### config.mk
export PLATFORM = sky130hd
export DESIGN_NAME = mux_scan_sequencer
export DESIGN_NICKNAME = d
export VERILOG_FILES = /design/src/rtl/mux_scan_pkg.sv /design/src/rtl/next_en_ch.sv /design/src/rtl/mux_scan_sequencer.sv
export SDC_FILE = /design/constraint.sdc
export NUM_CORES = 1
export LEC_CHECK = 0
export ABC_AREA = 0
export CORE_UTILIZATION = 30
export DETAILED_ROUTE_END_ITERATION = 12
export PLACE_DENSITY = 0.47
export SETUP_SLACK_MARGIN = 0.05
export SYNTH_ARGS = -nofsm -noshare
export SYNTH_HDL_FRONTEND = slang
export SYNTH_SLANG_ARGS = --single-unit
### constraint.sdc
create_clock -name clk -period 3.3 [get_ports clk]
set_input_delay 0.495 -clock clk [delete_from_list [all_inputs] [get_ports clk]]
set_output_delay 0.495 -clock clk [all_outputs]
set_load 0.05 [all_outputs]
### src/rtl/mux_scan_pkg.sv
// Shared constants and state encoding for the 8:1 mux scan sequencer.
package mux_scan_pkg;

  localparam int N_CH  = 8;
  localparam int SEL_W = 3;

  typedef enum logic [1:0] {
    IDLE = 2'd0,
    SCAN = 2'd1,
    DONE = 2'd2
  } state_t;

endpackage

### src/rtl/next_en_ch.sv
// Enabled-channel lookup: first enabled channel, or next enabled channel above cur.
module next_en_ch
  import mux_scan_pkg::*;
(
  input  logic [N_CH-1:0]  mask,
  input  logic [SEL_W-1:0] cur,
  input  logic             first,
  output logic [SEL_W-1:0] nxt,
  output logic             has_nxt
);

  logic [SEL_W-1:0] low_idx;
  logic [SEL_W-1:0] up_idx;
  logic             any_set;
  logic             up_set;

  // Descending walk: the last hit written is the lowest qualifying index.
  always_comb begin
    low_idx = '0;
    up_idx  = '0;
    any_set = 1'b0;
    up_set  = 1'b0;
    for (int i = N_CH - 1; i >= 0; i--) begin
      if (mask[i]) begin
        low_idx = SEL_W'(i);
        any_set = 1'b1;
      end
      if (mask[i] && (i > int'(cur))) begin
        up_idx = SEL_W'(i);
        up_set = 1'b1;
      end
    end
  end

  always_comb begin
    nxt     = low_idx;
    has_nxt = any_set;
    if (!first) begin
      has_nxt = up_set;
      if (up_set) begin
        nxt = up_idx;
      end
    end
  end

endmodule

### src/rtl/mux_scan_sequencer.sv
// Scans enabled channels of an 8:1 bit mux, dwelling DWELL clocks on each,
// and publishes one captured byte per scan with a one-cycle strobe.
module mux_scan_sequencer
  import mux_scan_pkg::*;
#(
  parameter int DWELL = 4
) (
  input  logic       clk,
  input  logic       rst_n,
  input  logic       start,
  input  logic       abort,
  input  logic       cont,
  input  logic [7:0] ch_en,
  input  logic       mux_o,
  output logic [2:0] sel,
  output logic       busy,
  output logic       frame_valid,
  output logic [7:0] frame_data
);

  localparam int CNT_W = $clog2(DWELL + 1);

  state_t state_q;
  state_t state_d;

  logic [SEL_W-1:0] sel_q;
  logic [SEL_W-1:0] sel_d;
  logic [CNT_W-1:0] cnt_q;
  logic [CNT_W-1:0] cnt_d;
  logic [N_CH-1:0]  mask_q;
  logic [N_CH-1:0]  mask_d;
  logic [N_CH-1:0]  acc_q;
  logic [N_CH-1:0]  acc_d;
  logic [N_CH-1:0]  frame_q;
  logic [N_CH-1:0]  frame_d;

  logic [SEL_W-1:0] first_ch;
  logic [SEL_W-1:0] next_ch;
  logic             first_ok;
  logic             next_ok;
  logic             dwell_end;
  logic             go;
  logic             restart;
  logic             load;
  logic             in_scan;
  logic             scan_kill;
  logic             publish;

  next_en_ch u_first (
    .mask    (ch_en),
    .cur     ('0),
    .first   (1'b1),
    .nxt     (first_ch),
    .has_nxt (first_ok)
  );

  next_en_ch u_next (
    .mask    (mask_q),
    .cur     (sel_q),
    .first   (1'b0),
    .nxt     (next_ch),
    .has_nxt (next_ok)
  );

  assign dwell_end = (cnt_q == CNT_W'(DWELL - 1));
  assign go        = start && !abort && first_ok;
  assign restart   = (state_q == DONE) && !abort && cont && first_ok;
  assign load      = ((state_q == IDLE) && go) || restart;
  assign in_scan   = (state_q == SCAN) && !abort;
  assign scan_kill = (state_q == SCAN) && abort;

  always_ff @(posedge clk or negedge rst_n) begin
    if (!rst_n) begin
      state_q <= IDLE;
    end else begin
      state_q <= state_d;
    end
  end

  always_comb begin
    state_d = state_q;
    unique case (state_q)
      IDLE: begin
        if (go) state_d = SCAN;
      end
      SCAN: begin
        if (abort) begin
          state_d = IDLE;
        end else if (dwell_end && !next_ok) begin
          state_d = DONE;
        end
      end
      DONE: begin
        if (restart) begin
          state_d = SCAN;
        end else begin
          state_d = IDLE;
        end
      end
      default: state_d = IDLE;
    endcase
  end

  // Abort in DONE suppresses the strobe in the same cycle.
  always_comb begin
    publish     = (state_q == DONE) && !abort;
    busy        = (state_q != IDLE);
    frame_valid = publish;
    frame_data  = publish ? acc_q : frame_q;
    sel         = sel_q;
  end

  always_comb begin
    sel_d   = sel_q;
    cnt_d   = cnt_q;
    mask_d  = mask_q;
    acc_d   = acc_q;
    frame_d = frame_q;
    if (publish) begin
      frame_d = acc_q;
    end
    unique case (1'b1)
      load: begin
        mask_d = ch_en;
        acc_d  = '0;
        sel_d  = first_ch;
        cnt_d  = '0;
      end
      scan_kill: begin
        acc_d = '0;
        cnt_d = '0;
      end
      in_scan: begin
        if (dwell_end) begin
          acc_d[sel_q] = mux_o;
          cnt_d        = '0;
          if (next_ok) begin
            sel_d = next_ch;
          end
        end else begin
          cnt_d = cnt_q + 1'b1;
        end
      end
      default: ;
    endcase
  end

  always_ff @(posedge clk or negedge rst_n) begin
    if (!rst_n) begin
      sel_q   <= '0;
      cnt_q   <= '0;
      mask_q  <= '0;
      acc_q   <= '0;
      frame_q <= '0;
    end else begin
      sel_q   <= sel_d;
      cnt_q   <= cnt_d;
      mask_q  <= mask_d;
      acc_q   <= acc_d;
      frame_q <= frame_d;
    end
  end

endmodule

==> results.md, run 1 <==
- Effective utilization at floorplan: 32.1%
- Total I/O pin count: 27
- Unique cell type count in the Yosys netlist: 41
- Count of clock tree sinks: 31
- Buffers from clock root to sink, at most: 2
- Root Buffer Master: sky130_fd_sc_hd__clkbuf_8
- Number of DRC markers in iteration 0: 75
- Main area contributors after synthesis: sky130_fd_sc_hd__dfrtp_1 (46%), sky130_fd_sc_hd__mux2_2 (9.4%), sky130_fd_sc_hd__o21ai_0 (5.4%)
- Number of CTS-inserted buffers: 5
- Vias in the first global route: 1378
- Number of enable-type register cells in the synthesized netlist: 0
- Required time of the critical path: 2.80 ns
- Total number of placement rows: 26
- Post-detailed-placement half-perimeter wirelength: 2910 um
- Drt pass-1 iters: 4
- Proportion of layout cells with a drive suffix above 1: 23.3%
- Run status: finished clean
- Wire length of the first global-routing pass: 6990 um
- Most instantiated library cell after synthesis: sky130_fd_sc_hd__dfrtp_1
- Final Core Density: 41.5%
- Number of gates given a new drive strength after cts: 0
- Crit path time final: 2.49 ns
- Seq cells post-synth: 31
- Setup crit end kind: output pin
- Headroom to the max-slew limit: 47.1%
- Fillcell total: 513
- P_leak: 0.000915 uW
- Library cell occupying the most area in the post-synthesis netlist: sky130_fd_sc_hd__dfrtp_1
- Overall die width: 76.8 um
- Average footprint of a synthesized cell: 10.4 um2
- Crit share post-route: 75.6%
- Final setup skew: 0.00973 ns
- Post-route cell area: 2170 um2
- Growth of design area from synthesis to finish: 29.3%
- Main synth FF type: sky130_fd_sc_hd__dfrtp_1
- Crit path kind: primary input to output pin
- Total nets after synthesis: 176
- Final total negative setup slack: 0 ns
- Routed WL per cell: 15.5 um
- Number of buffers added for setup after CTS: 0
- Post-synthesis cell area: 1680 um2
- Count of hold buffers inserted by post-cts repair: 0
- Core Footprint: 5240 um2
- DRC errors left: 0
- Overall routing resource usage: 15.1%
- Cell area reported after detailed placement: 2060 um2
- Global-route congestion overflow total: 0
- Synth top area share: 46.2%
- Cell Pwr Density: 531 nW/um2
- Antenna Cells: 0
- CP Max Fanout: 9
- Antenna violations before repair: 0
- Drt via density: 5.29
- Largest net degree at the start of global routing: 32
- Critical Path AT: 2.00 ns
- Antenna violation net count after detailed routing: 0
- Most frequent cells after synthesis: sky130_fd_sc_hd__dfrtp_1 (31), sky130_fd_sc_hd__o21ai_0 (18), sky130_fd_sc_hd__mux2_2 (14), sky130_fd_sc_hd__a21oi_1 (11), sky130_fd_sc_hd__nor2_1 (9)
- Maximum clock frequency: 401 MHz
- Wire length after detailed routing: 4020 um
- Reg clk slew, reported paths: 0.07 ns
- Synthesized netlist cell count: 161
- Maximum VDD drop: 185 uV
- Worst Max-Slew Pin Slew: 0.794 ns
- Worst hold slack: 0.499 ns
- Number of buffer cells added on primary ports: 26
- Share of synthesized flip-flops with an asynchronous set or reset: 100%
- Final RePlAce weighted congestion: 0.826
- Clock tree from TritonCTS: built
- Number of H-tree levels: 2
- Source-to-sink clock delay at the later pin of the worst-skew pair: 0.28 ns
- Number of pins exceeding their max-slew limit in the final report: 0
- Yosys warning count: 0
- Via count: 1369
- Setup repair after global routing missed its margin: no
- Final Setup Violations: 0
- Die area: 5900 um2
- Setup crit start kind: primary input
- Hold Crit Class: flip-flop to flip-flop
- Fraction of the yosys area taken by sequential cells: 46.2%
- Max-capacitance violation count: 0
- Final Hold Vio Count: 0
- Die boundary height: 76.8 um
- Number of nets at the end of the flow: 203
==> critical path, cell delays in order <==
cell                              delay, ns
sky130_fd_sc_hd__clkdlybuf4s50_1       0.51
sky130_fd_sc_hd__nor3b_1               0.22
sky130_fd_sc_hd__buf_4                 0.22
sky130_fd_sc_hd__mux2_2                0.36
sky130_fd_sc_hd__buf_4                 0.19
==> final timing paths <==
path	startpoint	end	slack, ns	cells after the start
min in group asynchronous	rst_n	mask_q[6]$_DFFE_PN0P_	0.61	2
max in group asynchronous	rst_n	sel[2]$_DFFE_PN0P_	2.39	2
worst max-delay path	abort	frame_data[7]	0.81	5
worst min register to register	frame_q[6]$_DFF_PN0_	frame_q[6]$_DFF_PN0_	0.50	1
worst min-delay path	frame_q[6]$_DFF_PN0_	frame_q[6]$_DFF_PN0_	0.50	1
worst max register to register	sel[2]$_DFFE_PN0P_	sel[1]$_DFFE_PN0P_	0.87	5
==> layout by cell type, fill, tap and decap left out, types with 3 or more instances in the layout <==
cell type | netlist | routed
sky130_fd_sc_hd__clkdlybuf4s50_1 | 0 | 17
sky130_fd_sc_hd__nand2b_1 | 8 | 8
sky130_fd_sc_hd__inv_1 | 4 | 4
sky130_fd_sc_hd__buf_4 | 3 | 6
sky130_fd_sc_hd__o31ai_1 | 4 | 4
sky130_fd_sc_hd__dfrtp_1 | 31 | 31
sky130_fd_sc_hd__o21ai_0 | 18 | 18
sky130_fd_sc_hd__mux2_2 | 14 | 14
sky130_fd_sc_hd__nor2_1 | 9 | 9
sky130_fd_sc_hd__nor2b_1 | 7 | 7
sky130_fd_sc_hd__nand3_1 | 3 | 3
sky130_fd_sc_hd__clkbuf_8 | 0 | 6
sky130_fd_sc_hd__a21oi_1 | 11 | 11
sky130_fd_sc_hd__nand2_1 | 6 | 6
sky130_fd_sc_hd__buf_12 | 0 | 6
==> area by class of cell <==
class / count / area [um2] / share of cell area (%)
Multi-Input combinational cell: 117 / 842 / 38.7
Sequential cell: 31 / 776 / 35.7
Timing Repair Buffer: 29 / 335 / 15.4
Tap cell: 70 / 87.6 / 4.03
Clock buffer: 6 / 82.6 / 3.80
Clock inverter: 2 / 35.0 / 1.61
Inverter: 4 / 15.0 / 0.691
==> stage by stage <==
step	setup WS (ns)	power, uW	std cells
2_1_floorplan	0.928	677	161
3_3_place_gp	0.720	757	251
3_5_place_dp	0.677	768	251
4_1_cts	0.792	1160	259
5_1_grt	0.662	1220	259
6_report	0.805	1150	259
==> routing by layer <==
metal	part of all wire [%]	track usage, %	up-vias
li1	-	-	641
met1	46	20.5	672
met2	46	22.7	48
met3	5.5	3.69	8
met4	2.0	6.54	0
met5	0	0	-
==> where the power goes <==
part / switching, uW / internal (uW) / total, uW
clock: 147 / 244 / 391
sequential: 55.7 / 414 / 469
combinational: 161 / 131 / 292
==> cells by family (layout without fill, tap and decap cells) <==
kind of cell	Yosys count	count (layout)	synth area share, %
fa+ha+maj	1	1	0.744
mux	17	17	11.6
compound gates	52	52	21.8
flops	31	31	46.2
buf+inv	13	41	3.72
simple gates	47	47	15.9
==> flip-flops by register name (all words and copies together), names as in the netlist <==
register / count
acc_q: 8
frame_q: 8
mask_q: 7
cnt_q: 3
sel: 3
state_q: 2
(Power assumes the default switching activity.)
==> inputs of run 2 (changes only) <==
clock period = 2.4 ns   (was 3.3 ns; I/O delays follow)
==> run 2 against run 1 <==
  * Hold slack worse by 0.039 ns
  * Die area stayed put
  * Clock-buffer cell count stayed put
  * Wire length is 0.70% higher
  * Critical endpoint is now frame_data[6]
==> results.md, run 2 (synthesis results as in run 1) <==
- Run status: finished clean
- Die boundary height: 76.8 um (unchanged)
- Wire length of the first global-routing pass: 7110 um (+1.8%)
- Die area: 5900 um2 (unchanged)
- Total I/O pin count: 27 (unchanged)
- Worst hold slack: 0.460 ns (-0.0390 ns)
- Antenna violation net count after detailed routing: 0 (unchanged)
- Number of nets at the end of the flow: 214 (+5.4%)
- Source-to-sink clock delay at the later pin of the worst-skew pair: 0.29 ns (about the same)
- Proportion of layout cells with a drive suffix above 1: 28.0% (+4.7 points)
- Final Hold Vio Count: 0 (unchanged)
- CP Max Fanout: 9 (unchanged)
- Crit path kind: primary input to output pin
- Hold Crit Class: primary input to async pin
- Number of DRC markers in iteration 0: 60 (-20%)
- Setup repair after global routing missed its margin: no
- Largest registers ranked by flip-flop count: acc_q: 8 flops, frame_q: 8 flops, mask_q: 7 flops
- Number of buffer cells added on primary ports: 26 (unchanged)
- DRC errors left: 0 (unchanged)
- Critical Path AT: 1.77 ns (-0.23 ns)
- Final RePlAce weighted congestion: 0.782 (-5.4%)
- Buffers from clock root to sink, at most: 2 (unchanged)
- Overall die width: 76.8 um (unchanged)
- Drt pass-1 iters: 4 (unchanged)
- Vias in the first global route: 1474 (+7.0%)
- Largest net degree at the start of global routing: 32 (unchanged)
- Number of pins exceeding their max-slew limit in the final report: 0 (unchanged)
- Effective utilization at floorplan: 32.1% (unchanged)
- Drt via density: 5.07 (-4.1%)
- Number of buffers added for setup after CTS: 0 (unchanged)
- Crit path time final: 2.13 ns
- Clock tree from TritonCTS: built
- Number of cells on the worst reg-to-reg path: 5 (unchanged)
- Routed WL per cell: 15.0 um (-3.4%)
- Total number of placement rows: 26 (unchanged)
- P_leak: 0.000974 uW (+6.4%)
- Antenna Cells: 0 (unchanged)
- Max-capacitance violation count: 0 (unchanged)
- Worst reg2reg startpoint: sel[0]$_DFFE_PN0P_
- Final Core Density: 43.4% (+1.9 points)
- Reg2reg setup slack: 0.27 ns (-0.60 ns)
- Reg clk slew, reported paths: 0.07 ns (about the same)
- Cell Pwr Density: 711 nW/um2 (+34%)
- Count of clock tree sinks: 31 (unchanged)
- Core Footprint: 5240 um2 (unchanged)
- Number of CTS-inserted buffers: 5 (unchanged)
- Leading cell type in the layout, fill and taps excluded: sky130_fd_sc_hd__dfrtp_1
- Growth of design area from synthesis to finish: 35.4%
- Final setup skew: 0.0106 ns (+0.000824 ns)
- Cell area reported after detailed placement: 2150 um2 (+4.6%)
- Antenna violations before repair: 0 (unchanged)
- Post-route cell area: 2270 um2 (+4.7%)
- Required time of the critical path: 2.04 ns (-0.76 ns)
- Maximum VDD drop: 355 uV (+92%)
- Global-route congestion overflow total: 0 (unchanged)
- Overall routing resource usage: 15.2% (+0.062 points)
- R2r endpoint: sel[2]$_DFFE_PN0P_
- Top library cells by usage in the layout, fill and taps aside: sky130_fd_sc_hd__dfrtp_1 (31), sky130_fd_sc_hd__o21ai_0 (18), sky130_fd_sc_hd__clkdlybuf4s50_1 (17)
- Headroom to the max-slew limit: 48.8% (+1.8 points)
- Number of H-tree levels: 2 (unchanged)
- Setup crit end kind: output pin
- Final Setup Violations: 0 (unchanged)
- Setup crit start kind: primary input
- Root Buffer Master: sky130_fd_sc_hd__clkbuf_8
- Post-detailed-placement half-perimeter wirelength: 2970 um (+2.1%)
- Crit share post-route: 88.9%
- Via count: 1368 (-0.073%)
- Final total negative setup slack: 0 ns (unchanged)
- Maximum clock frequency: 469 MHz
- Worst Max-Slew Pin Slew: 0.768 ns (-0.0265 ns)
- Wire length after detailed routing: 4050 um (+0.70%)
## run 2: changes by cell type in the layout (fill, tap and decap cells not counted)
cell,change
sky130_fd_sc_hd__nor4_2,+1
sky130_fd_sc_hd__buf_12,+1
sky130_fd_sc_hd__buf_4,+10
sky130_fd_sc_hd__nor4_1,-1
## run 2: timing repair
| action | 4_1_cts | 5_1_grt |
|---|---|---|
| hold buffers | 0 | 0 |
| endpoints found under the setup margin | 0 | 2 |
| gates resized for setup | 0 | 1 |
## run 2: worst max-delay path, cell delays in order
cell	delay (ns)
sky130_fd_sc_hd__clkdlybuf4s50_1	0.43
sky130_fd_sc_hd__nor3b_1	0.19
sky130_fd_sc_hd__buf_4	0.23
sky130_fd_sc_hd__mux2_2	0.37
sky130_fd_sc_hd__buf_4	0.19
## run 2: worst max-delay path by stage
stage                                      start                  to  slack, ns  depth (start not counted)
final                                      abort       frame_data[6]       0.27                          5
after global routing          sel[0]$_DFFE_PN0P_  sel[2]$_DFFE_PN0P_       0.16                          5
after CTS                     sel[0]$_DFFE_PN0P_  sel[2]$_DFFE_PN0P_       0.18                          5
after detailed placement                ch_en[0]  sel[2]$_DFFE_PN0P_      -0.02                          6
after global placement                  ch_en[0]  sel[2]$_DFFE_PN0P_       0.02                          6
after floorplan           state_q[0]$_DFFE_PN0P_       frame_data[0]       0.20                          3
## run 2: routing by layer
| layer | up-vias | wire, um | global-route usage (%) |
|---|---|---|---|
| met1 | 677 | 1960 | 20.0 |
| met3 | 5 | 137 | 3.10 |
| li1 | 664 | - | - |
| met5 | - | 0 | 0 |
| met2 | 22 | 1890 | 24.6 |
| met4 | 0 | 50 | 5.19 |
## run 2: where the power goes
part	total, uW	internal [uW]	switching (uW)
logic	448	202	245
clock network	535	336	200
registers	634	569	65.1
total	1620	1110	510
## run 2: final cells by class
cell class / count / area (um2)
multi-input combinational: 117 / 848
fill: 497 / 2960
clock buffer: 6 / 82.6
tap: 70 / 87.6
inverter: 4 / 15.0
clock inverter: 2 / 35.0
timing repair buffer: 40 / 430
sequential: 31 / 776
## run 2: stage by stage
step	setup WS, ns	cells	total power, uW
floorplan	0.204	161	931
global placement	0.0217	262	1080
detailed placement	-0.0237	262	1080
CTS	0.184	270	1620
global route	0.164	270	1700
finish	0.267	270	1620
==> edit, RTL diff (settings of run 2) <==
Put a register stage on the output `sel`, without a reset. The value now appears one clock later. The other outputs are not delayed to match.
--- a/src/rtl/mux_scan_sequencer.sv
+++ b/src/rtl/mux_scan_sequencer.sv
@@ -21,2 +21,4 @@
   localparam int CNT_W = $clog2(DWELL + 1);
+
+  logic [2:0] sel_c;
 
@@ -109,3 +111,3 @@
     frame_data  = publish ? acc_q : frame_q;
-    sel         = sel_q;
+    sel_c       = sel_q;
   end
@@ -163,2 +165,6 @@
 
+  always_ff @(posedge clk) begin
+    sel <= sel_c;
+  end
+
 endmodule
Check against the original RTL: not equivalent (a bounded check fails within 4 cycles, from zero or initial values and one cycle with rst_n low).
==> edit against run 2 <==
- worst setup slack got worse by 0.13 ns
- via count increased by 3.7%
- final area decreased by 2.9%
- sequential cell count increased by 3
- worst hold slack about the same
- area after synthesis increased by 4.2%
- register-to-register slack improved by 0.11 ns
- cell count increased by 0.37%
- count of clock-buffer cells in the layout decreased by 1
- routed wire length increased by 4.6%
Power is not compared: it rests on default switching activity, and its combinational part moved more than twofold at a synthesized area within 25%.
==> edit: results (changes against run 2) <==
* Status: completed
* Post-Synth Adder-Cell Area at 0.7143% (-0.030 points)
* Lkg Pwr at 0.0009899 uW
* Fin Clk Skew at 0.007489 ns (-0.003064 ns)
* CP Max Fanout at 9 (unchanged)
* Hold Path End: sel[0]
* Vias in the first global route at 1464 (-0.68%)
* First-pass GRT wire length at 7.003 mm (-1.5%)
* Largest net degree at the start of global routing at 32 (unchanged)
* Synth Warn # at 0 (unchanged)
* CTS Root Cell: clkbuf_8
* Clk buf depth at 2 (unchanged)
* Synth Area in Compound Gates at 23.21% (+1.4 points)
* Fraction of registers with async set/reset at 91.18% (-8.8 points)
* Placed instance count at 264 (+0.76%)
* Iteration-0 DRC Markers at 56 (-6.7%)
* Tot GR Track Use at 14.91% (-0.26 points)
* Crit Reg-Reg Startpoint: mask_q[5]
* M1 wire length at 2.085 mm (+6.2%)
* Routability cong. at 0.7747 (-0.90%)
* Yosys cell types at 45 (+9.8%)
* Mapped Cells at 166 (+3.1%)
* R2R depth at 5 (unchanged)
* CP arrival at 1.90 ns (+0.13 ns)
* # diodes at 0 (unchanged)
* Layout cell share with drive strength beyond 1 at 20.10% (-7.9 points)
* Hold crit path type: reg -> reg
* Clock transition at path regs at 0.07 ns (about the same)
* Delay-heaviest family, CP: buffers and inverters
* Sequential share of the synthesized area at 47.71% (+1.5 points)
* Largest regs: acc_q (8), frame_q (8), mask_q (7)
* Mux share of post-synthesis cell area at 7.429% (-4.2 points)
* Clock Latency Late Sink at 0.29 ns (about the same)
* HPWL after DPL at 3.030 mm (+1.9%)
* Worst path max stage delay at 0.49 ns (+0.06 ns)
* Met2 Wirelength at 1.892 mm (unchanged)
* Worst Setup EP: frame_data[1]
* Via Count at 1418 (+3.7%)
* # nets final at 214 (unchanged)
* Pre-antenna DRT Iters at 4 (unchanged)
* Met3 routed WL at 198 um (+45%)
* H-tree levels at 2 (unchanged)
* Peak VDD IR at 0.0003973 V
* Post-Syn Nets at 181 (+2.8%)
* Initial antenna violation count at 0 (unchanged)
* R2R Path End: sel_c[2]
* Post-synth top cells: dfrtp_1 (31), nand2_1 (28), nor2_1 (14), a221o_1 (8), mux2_2 (8)
* Final std cells w/o fill at 271 (+0.37%)
* XOR/XNOR share of the synthesized area at 0% (unchanged)
* WL final at 4.230 mm (+4.6%)
* Hold Path Stages at 0
* CP Launch Point: abort
* Worst Tran Pin Value at 0.6870 ns (-0.08062 ns)
* R2r setup slk at 0.38 ns (+0.11 ns)
* Synth top area cells: dfrtp_1 (44%), nand2_1 (6.0%), mux2_2 (5.1%)
* Most used DFF post-synth: dfrtp_1
* Highest-delay cell along the critical path: clkdlybuf4s50_1
* TritonCTS Buffers at 5 (unchanged)
edit: cell types whose count changed after synthesis, moves of 7 or more:
cell	before	now
nand2_1	6	28
o21ai_0	18	3
a221o_1	0	8
a21oi_1	11	4
o311a_1	0	7
edit: layout make-up:
cell class | count | area, sq um
Inverter | 4 | 15.01
Timing Repair Buffer | 34 | 326.6
Sequential cell | 34 | 835.8
Multi-Input combinational cell | 120 | 862.1
Tap cell | 72 | 90.09
Fill cell | 576 | 3366
Clock buffer | 5 | 68.82
Clock inverter | 2 | 10.01
edit: metrics by stage:
step / hold slack [ns] / area, sq um / setup TNS [ns] / setup WS, ns / total power [uW]
floorplan: 0.06441 / 1752 / 0 / 0.5514 / 1455
global placement: 0.4315 / 2126 / -0.1101 / -0.05524 / 1736
detailed placement: 0.4375 / 2126 / -0.04448 / -0.02284 / 1753
CTS: 0.4536 / 2205 / 0 / 0.1226 / 2166
global route: 0.4685 / 2208 / 0 / 0.06586 / 2295
finish: 0.4598 / 2208 / 0 / 0.1413 / 2157
edit: cell families (layout without fill, tap and decap cells):
group                      Yosys count  in the layout
adders and majority gates            1              1
AOI/OAI and AO/OA                   46             46
and+or+nand+nor                     62             62
muxes                               11             11
buffers and inverters               12             45
DFF                                 34             34
edit: where the power goes:
| group | switching (uW) | leakage [uW] | internal [uW] | total, uW |
|---|---|---|---|---|
| combinational | 560 | 0.000505 | 378 | 938 |
| sequential | 118 | 0.000441 | 697 | 816 |
| clock | 209 | 0.0000438 | 195 | 403 |
edit: what timing repair did:
action,in CTS,in global routing
gates resized for setup,0,1
setup buffers,0,0
endpoints found under the setup margin,0,8
edit: per-layer routing:
metal	vias up	track usage (%)
met5	-	0
met4	0	5.185
met3	7	3.953
met2	30	23.60
met1	698	19.59
li1	683	-
